<file path="config.mk">
export PLATFORM = sky130hd
export DESIGN_NAME = pll_clk_manager
export DESIGN_NICKNAME = d
export VERILOG_FILES = /design/src/rtl/pll_clk_manager.sv
export SDC_FILE = /design/constraint.sdc
export NUM_CORES = 1
export LEC_CHECK = 0
export CORE_UTILIZATION = 50
export CTS_BUF_LIST = sky130_fd_sc_hd__clkbuf_4 sky130_fd_sc_hd__clkbuf_8
export CTS_CLUSTER_DIAMETER = 120
export DETAILED_ROUTE_END_ITERATION = 6
export PLACE_DENSITY_LB_ADDON = 0.12
export RECOVER_POWER = 25
export SYNTH_ARGS = -nofsm -noshare
export SYNTH_HDL_FRONTEND = slang
export SYNTH_SLANG_ARGS = --single-unit
</file>
<file path="constraint.sdc">
create_clock -name CLK -period 4.2 [get_ports CLK]
set_input_delay 0.63 -clock CLK [delete_from_list [all_inputs] [get_ports CLK]]
set_output_delay 0.63 -clock CLK [all_outputs]
set_load 0.02 [all_outputs]
</file>
<file path="src/rtl/pll_clk_manager.sv">
// PLL reset sequencer, lock qualifier and programmable clock-enable strobes.
// Optional lock glitch filter: define PLL_CLK_MANAGER_LOCK_FILTER_EN.
module pll_clk_manager #(
  parameter int NUM_CH             = 4,
  parameter int DIV_W              = 16,
  parameter int PLL_RST_CYCLES     = 16,
  parameter int LOCK_TIMEOUT       = 4096,
  parameter int LOCK_STABLE_CYCLES = 1024
) (
  input  logic                    CLK,
  input  logic                    RESET,
  input  logic                    PLL_LOCK,
  input  logic [NUM_CH*DIV_W-1:0] DIV,
  output logic                    PLL_RESETB,
  output logic                    SYS_RESETN,
  output logic [NUM_CH-1:0]       CLK_EN,
  output logic [1:0]              STATE,
  output logic [7:0]              LOSS_COUNT,
  output logic [7:0]              RETRY_COUNT
);

  localparam int TM0 =
    (PLL_RST_CYCLES > LOCK_TIMEOUT) ?
    PLL_RST_CYCLES : LOCK_TIMEOUT;
  localparam int TMAX =
    (TM0 > LOCK_STABLE_CYCLES) ?
    TM0 : LOCK_STABLE_CYCLES;
  localparam int TW = $clog2(TMAX + 1);

  typedef enum logic [1:0] {
    S_RST  = 2'd0,
    S_WAIT = 2'd1,
    S_STAB = 2'd2,
    S_RUN  = 2'd3
  } state_t;

  state_t        st, st_n;
  logic [TW-1:0] tcnt, tcnt_n;
  logic          s1, lock_s, lock_q;
  logic          retry_inc, loss_inc;

  always_ff @(posedge CLK or negedge RESET) begin
    if (!RESET) begin
      s1     <= 1'b0;
      lock_s <= 1'b0;
    end else begin
      s1     <= PLL_LOCK;
      lock_s <= s1;
    end
  end

`ifdef PLL_CLK_MANAGER_LOCK_FILTER_EN
  // lq_r holds lock_q high until lock_s has been low 4 cycles
  logic [1:0] zc;
  logic       lq_r;

  always_ff @(posedge CLK or negedge RESET) begin
    if (!RESET) begin
      zc   <= 2'd0;
      lq_r <= 1'b0;
    end else if (lock_s) begin
      zc   <= 2'd0;
      lq_r <= 1'b1;
    end else if (zc == 2'd3) begin
      lq_r <= 1'b0;
    end else begin
      zc <= zc + 2'd1;
    end
  end

  assign lock_q = lock_s | lq_r;
`else
  assign lock_q = lock_s;
`endif

  always_comb begin
    st_n      = st;
    retry_inc = 1'b0;
    loss_inc  = 1'b0;
    unique case (st)
      S_RST: begin
        if (tcnt == TW'(PLL_RST_CYCLES - 1))
          st_n = S_WAIT;
      end
      S_WAIT: begin
        if (lock_q) begin
          st_n = S_STAB;
        end else if (tcnt == TW'(LOCK_TIMEOUT - 1)) begin
          st_n      = S_RST;
          retry_inc = 1'b1;
        end
      end
      S_STAB: begin
        if (!lock_q)
          st_n = S_WAIT;
        else if (tcnt == TW'(LOCK_STABLE_CYCLES - 1))
          st_n = S_RUN;
      end
      S_RUN: begin
        if (!lock_q) begin
          st_n     = S_RST;
          loss_inc = 1'b1;
        end
      end
    endcase
    if (st_n != st)
      tcnt_n = '0;
    else if (st == S_RUN)
      tcnt_n = tcnt;
    else
      tcnt_n = tcnt + TW'(1);
  end

  always_ff @(posedge CLK or negedge RESET) begin
    if (!RESET) begin
      st          <= S_RST;
      tcnt        <= '0;
      PLL_RESETB  <= 1'b0;
      SYS_RESETN  <= 1'b0;
      LOSS_COUNT  <= 8'd0;
      RETRY_COUNT <= 8'd0;
    end else begin
      st         <= st_n;
      tcnt       <= tcnt_n;
      PLL_RESETB <= (st_n != S_RST);
      SYS_RESETN <= (st_n == S_RUN);
      if (retry_inc && RETRY_COUNT != 8'hff)
        RETRY_COUNT <= RETRY_COUNT + 8'd1;
      if (loss_inc && LOSS_COUNT != 8'hff)
        LOSS_COUNT <= LOSS_COUNT + 8'd1;
    end
  end

  assign STATE = st;

  for (genvar g = 0; g < NUM_CH; g++) begin : g_ch
    logic [DIV_W-1:0] cnt;
    logic [DIV_W-1:0] dv;
    logic [DIV_W-1:0] rld;

    assign dv  = DIV[g*DIV_W +: DIV_W];
    assign rld = (dv == '0) ? '0 : dv - DIV_W'(1);

    // DIV is only looked at on reload, so periods never truncate
    always_ff @(posedge CLK or negedge RESET) begin
      if (!RESET) begin
        cnt       <= '0;
        CLK_EN[g] <= 1'b0;
      end else if (st_n != S_RUN) begin
        cnt       <= '0;
        CLK_EN[g] <= 1'b0;
      end else if (cnt == '0) begin
        cnt       <= rld;
        CLK_EN[g] <= 1'b1;
      end else begin
        cnt       <= cnt - DIV_W'(1);
        CLK_EN[g] <= 1'b0;
      end
    end
  end

endmodule

</file>
After elaboration in Yosys (flattened, before gate mapping)
Cells that the tools add are included.
{"block": "op_classes", "addsub": 11, "eq_ne": 12, "muxes": 34, "reduce_logical": 12}
{"cell": "$mux 16", "count": 12}
{"cell": "$logic_not 16->1", "count": 8}
{"cell": "$sub 16x1->16 const B", "count": 8}
{"cell": "$mux 13", "count": 2}
{"cell": "$add 8x1->8 const B", "count": 2}
{"cell": "$ne 8x8->1 const B", "count": 2}
{"cell": "$add 13x1->13 const B", "count": 1}
{"cell": "$eq 13x10->1 const B", "count": 1}
{"cell": "$eq 13x12->1 const B", "count": 1}
{"cell": "$eq 13x4->1 const B", "count": 1}
{"cell": "$mux 1", "count": 13}
{"cell": "$mux 2", "count": 6}
{"cell": "$pmux 2 s4", "count": 1}
{"cell": "$eq 2x2->1 const B", "count": 3}
{"cell": "$ne 2x2->1 const B", "count": 2}
{"cell": "$eq 2x1->1 const B", "count": 1}
{"cell": "$logic_and 1x1->1", "count": 2}
{"cell": "$logic_not 2->1", "count": 1}
{"cell": "$ne 2x2->1", "count": 1}
{"cell": "$reduce_bool 2->1", "count": 1}
{"block": "totals", "ff_bits": 103, "input_bits": 67, "output_inout_bits": 24, "elab_cells": 85}

Longest topological paths before layout
{"block": "logic_depth", "ltp_word": 6, "mapped_depth": 9, "depth_no_buf": 7}

Worst setup path before layout
No wires, ideal clock.
{"block": "synth_path", "path_kind": "in2reg", "startpoint": "input DIV[52]", "endpoint": "register g_ch[3].cnt[10]", "t_arrival_ns": 2.426, "required_time_ns": 4.068, "setup_slack_ns": 1.643, "stages": 6, "path_cell_list": "or4_1 > or4_4 > nor3_4 > or3_1 > buf_6 > o22ai_2"}
{"block": "synth_via", "elab_chain_cells": 4, "word_cells_on_any_way": 5, "classes_between": "add/sub (1); mux (3); reduce/logical (1)"}
{"item": "start: declaration", "line_no": "13", "text": "input logic [NUM_CH*DIV_W-1:0] DIV,"}
{"item": "$sub 16x1->16 or $logic_not 16->1 (tied branches)", "line_no": "142", "text": "assign rld = (dv == '0) ? '0 : dv - DIV_W'(1);"}
{"item": "$mux 16 *", "line_no": "142"}
{"item": "$mux 16 *", "line_no": "152", "text": "end else if (cnt == '0) begin"}
{"item": "$mux 16 *", "line_no": "149", "text": "end else if (st_n != S_RUN) begin"}
{"item": "end signal: assignment", "line_no": "153", "text": "cnt <= rld;"}
{"item": "end signal: assignment", "line_no": "156", "text": "cnt <= cnt - DIV_W'(1);"}
{"item": "end: declaration", "line_no": "137", "text": "logic [DIV_W-1:0] cnt;"}
Every way passes the cells marked *; elsewhere a longest branch is shown, timed or not.
A chain may end at the register's enable or synchronous reset.

==> flow_summary.yaml <==
cts:
  clock_tree.root_cell: "clkbuf_8"
  clkLatencyLatePin_ns: 0.39
  cts.path.max_buffers: 2
  cts.clk_slew.worst_paths_ns: 0.10
  h-tree-depth: 3
  ctsHoldBuffers: 0
  cts.sinks: 103
  post_cts_buffers: 0
  ctsResizeCount: 0
  numCtsBuffers: 9
  tritoncts: "done"
power:
  p_sw_w: 0.003141
  swShare: 0.4867
  p_clk_frac: 0.103
  leakagePower_nw: 3.480
  power_density_nw_per_um2: 808.1
  total_power_w: 0.006454
  pwr-share-seq: 0.228
  p_int_w: 0.003313
  ir_drop_uv: 383.8
  p_comb_frac: 0.669
placed_design:
  io_buffers: 90
  hpwlAfterDp_um: 11120
  place.gp.congestion: 0.8599
sta:
  skew_ns: 0.01728
  rsz0062_at_grt: "no"
  setup_viol: 0
  slew_viol_final: 44
  period_share: 0.6923
  tightest_slew_ns: 2.332
  slew_headroom: -0.5545
  finalCriticalPeriod_ns: 2.908
  fmax_ghz: 0.3439
  report.final.hold_viol_count: 0
  fin_tns_setup_ns: 0
global_routing:
  grt_pass1_wl_um: 25270
  grt_pass1_vias: 5643
  gr-total-overflow: 0
  antenna_found_initial: 0
  grt_max_degree: 44
  gr-usage-all-layers: 0.2202
worst_hold_path:
  min_to: "lock_q$_DFF_PN0_"
  holdPathStages: 0
  holdCritPathClass: "register to register"
  worstHoldStart: "s1$_DFF_PN0_"
die:
  initial_core_util: 0.5101
  fp-row-count: 42
  die_h_um: 118.0
  die_x_um: 118.0
  fp.coreArea_um2: 13190
  io_pins: 91
  dieArea_um2: 13930
worst_setup_path:
  path_common_cell: "clkbuf_1"
  cp_num_buf_inv: 2
  timing.reg2reg.setup_slack_ns: 1.37
  r2r-end: "g_ch[3].cnt[13]$_DFF_PN0_"
  cpLargestDelayFamily: "buffers and inverters"
  cp_slowest_cell: "clkbuf_1"
  cp-end-kind: "asynchronous set/reset pin"
  max_stage_delay_ns: 1.63
  start_kind: "primary input"
  cp.required_ns: 4.53
  criticalPathCategory: "primary input to asynchronous set/reset pin"
  cp.arrival_ns: 3.24
  cp_cell_sequence: "clkbuf_1 -> clkbuf_1"
  r2r-start: "tcnt[0]$_DFFE_PN0P_"
  worstRegToRegCells: 7
  critPathMaxFanout: 43
logic_synthesis:
  synth_cells: 764
  yosys.area_share.simple: 0.2774
  ys_seq_area_frac: 0.3830
  synthAdderAreaFrac: 0.03533
  yosysTopAreaCellShare: 0.3830
  synth-xor-area-share: 0.1458
  ys_types: 60
  synth_top_area_cell: "dfrtp_1"
  synth_compound_area_frac: 0.1147
  synth_ff_type: "dfrtp_1"
  synth.area.mux_share: 0.01357
  ys_ff_latch: 103
  async_flop_share: 1.000
  synth_area_leaders: "dfrtp_1 38%, xor2_1 7.8%, xnor2_1 6.8%"
  synth_edf_count: 0
  syn-mean-instance-area_um2: 8.808
  synth_area_um2: 6729
  synth_top_family_by_area: "simple AND/OR/NAND/NOR gates"
  synth_warnings: 0
  syn_nets: 850
status:
  status: "finished with violations"
  violations: "capacitance limit, slew limit"
routing:
  ant_nets: 0
  routed_wl_um: 14680
  num_vias: 5762
  via_per_inst: 5.621
  drc: 0
  drt-initial-drc-count: 247
  routedWlPerCell_um: 14.32
  drt-pass1-iter-count: 5
finish:
  num-fill-cells: 1167
  antenna_cells: 0
  synthToLayoutAreaGrowth_pct: 18.69
  finalNetCount: 930
  drive_gt1_frac: 0.05065
job:
  drv_cap: 1
==> worst max-delay path by stage <==
stage | cells past startpoint | from | endpoint | slack [ns]
2_1_floorplan | 6 | DIV[52] | g_ch[3].cnt[10]$_DFF_PN0_ | 1.64
3_3_place_gp | 6 | DIV[52] | g_ch[3].cnt[12]$_DFF_PN0_ | 1.02
3_5_place_dp | 6 | DIV[50] | g_ch[3].cnt[11]$_DFF_PN0_ | 0.94
4_1_cts | 7 | tcnt[0]$_DFFE_PN0P_ | g_ch[3].cnt[13]$_DFF_PN0_ | 1.37
5_1_grt | 2 | RESET | g_ch[3].cnt[9]$_DFF_PN0_ | 0.70
6_report | 2 | RESET | g_ch[3].cnt[9]$_DFF_PN0_ | 1.29
==> sequential cells by signal, indices dropped and copies added (netlist names), 2 cells and up <==
signal       flops
LOSS_COUNT       8
g_ch.cnt        64
CLK_EN           4
tcnt            13
STATE            2
RETRY_COUNT      8
==> synth_stat cells, types with 16 or more instances <==
library cell	n
dfrtp_1	103
nor2_1	81
nand2_1	72
xor2_1	60
xnor2_1	52
nor3_1	41
a21oi_1	31
nand3_1	28
nor4_1	28
inv_1	24
clkbuf_1	22
or3_1	22
ha_1	19
or4_1	19
nand4_1	16
==> area by class of cell <==
class / count / area (um2) / area share
multi-input cells: 610 / 3949 / 0.4944
flip-flops and latches: 103 / 2577 / 0.3227
repair buffers: 95 / 928.4 / 0.1162
well taps: 176 / 220.2 / 0.02757
clock buffers: 12 / 165.2 / 0.02068
inverters: 25 / 93.84 / 0.01175
clock inverters: 4 / 52.55 / 0.006580
==> through the flow <==
step                  util  cell area [um2]  hold WS [ns]  setup slack [ns]  cells
floorplan                -             6729        0.3312             1.643    764
global placement    0.5895             7776        0.3344             1.016   1009
detailed placement  0.5895             7776        0.3379            0.9416   1009
CTS                 0.6061             7994        0.2265             1.367   1025
global route        0.6055             7986        0.3744            0.7037   1025
finish              0.6055             7986        0.3595             1.292   1025
==> power groups by stage <==
stage	clock network (W)	registers, W	logic [W]
6_report	0.000666	0.00147	0.00432
2_1_floorplan	0	0.00146	0.00341
3_5_place_dp	0	0.00148	0.00429
3_3_place_gp	0	0.00147	0.00421
4_1_cts	0.000689	0.00146	0.00432
5_1_grt	0.000723	0.00151	0.00486
==> per-layer routing <==
metal | GRT usage | vias up | wire length, um
li1 | - | 2889 | -
met1 | 0.2826 | 2725 | 6846
met2 | 0.3732 | 127 | 7030
met3 | 0.03004 | 21 | 522
met4 | 0.08974 | 0 | 274
met5 | 0 | - | 0
==> kinds of logic after synthesis <==
group | after synthesis
xor gates and xnor gates | 112
and+or+nand+nor | 357
muxes | 9
DFF | 103
buffers and inverters | 51
AOI/OAI and AO/OA | 113
adders and majority gates | 19
==> cell usage in the layout, fill, tap and decap left out, drive strengths merged, types with 3 or more instances in the layout <==
cell	instances
nor2b	4
and2	3
clkinv	3
clkbuf	14
a31oi	3
mux2i	8
a22oi	8
ha	19
nand4	16
nand4b	3
or2	10
a21oi	31
o211ai	3
o21ai	10
nand2	72
or3	23
xnor2	52
o22ai	21
o31ai	8
dfrtp	103
o21a	14
nor3	43
nand3	28
nand3b	6
buf	4
or4	21
inv	25
xor2	60
nor4	29
nand2b	7
nor3b	4
clkdlybuf4s50	88
nor2	81
Power figures use the tool's default switching activity.
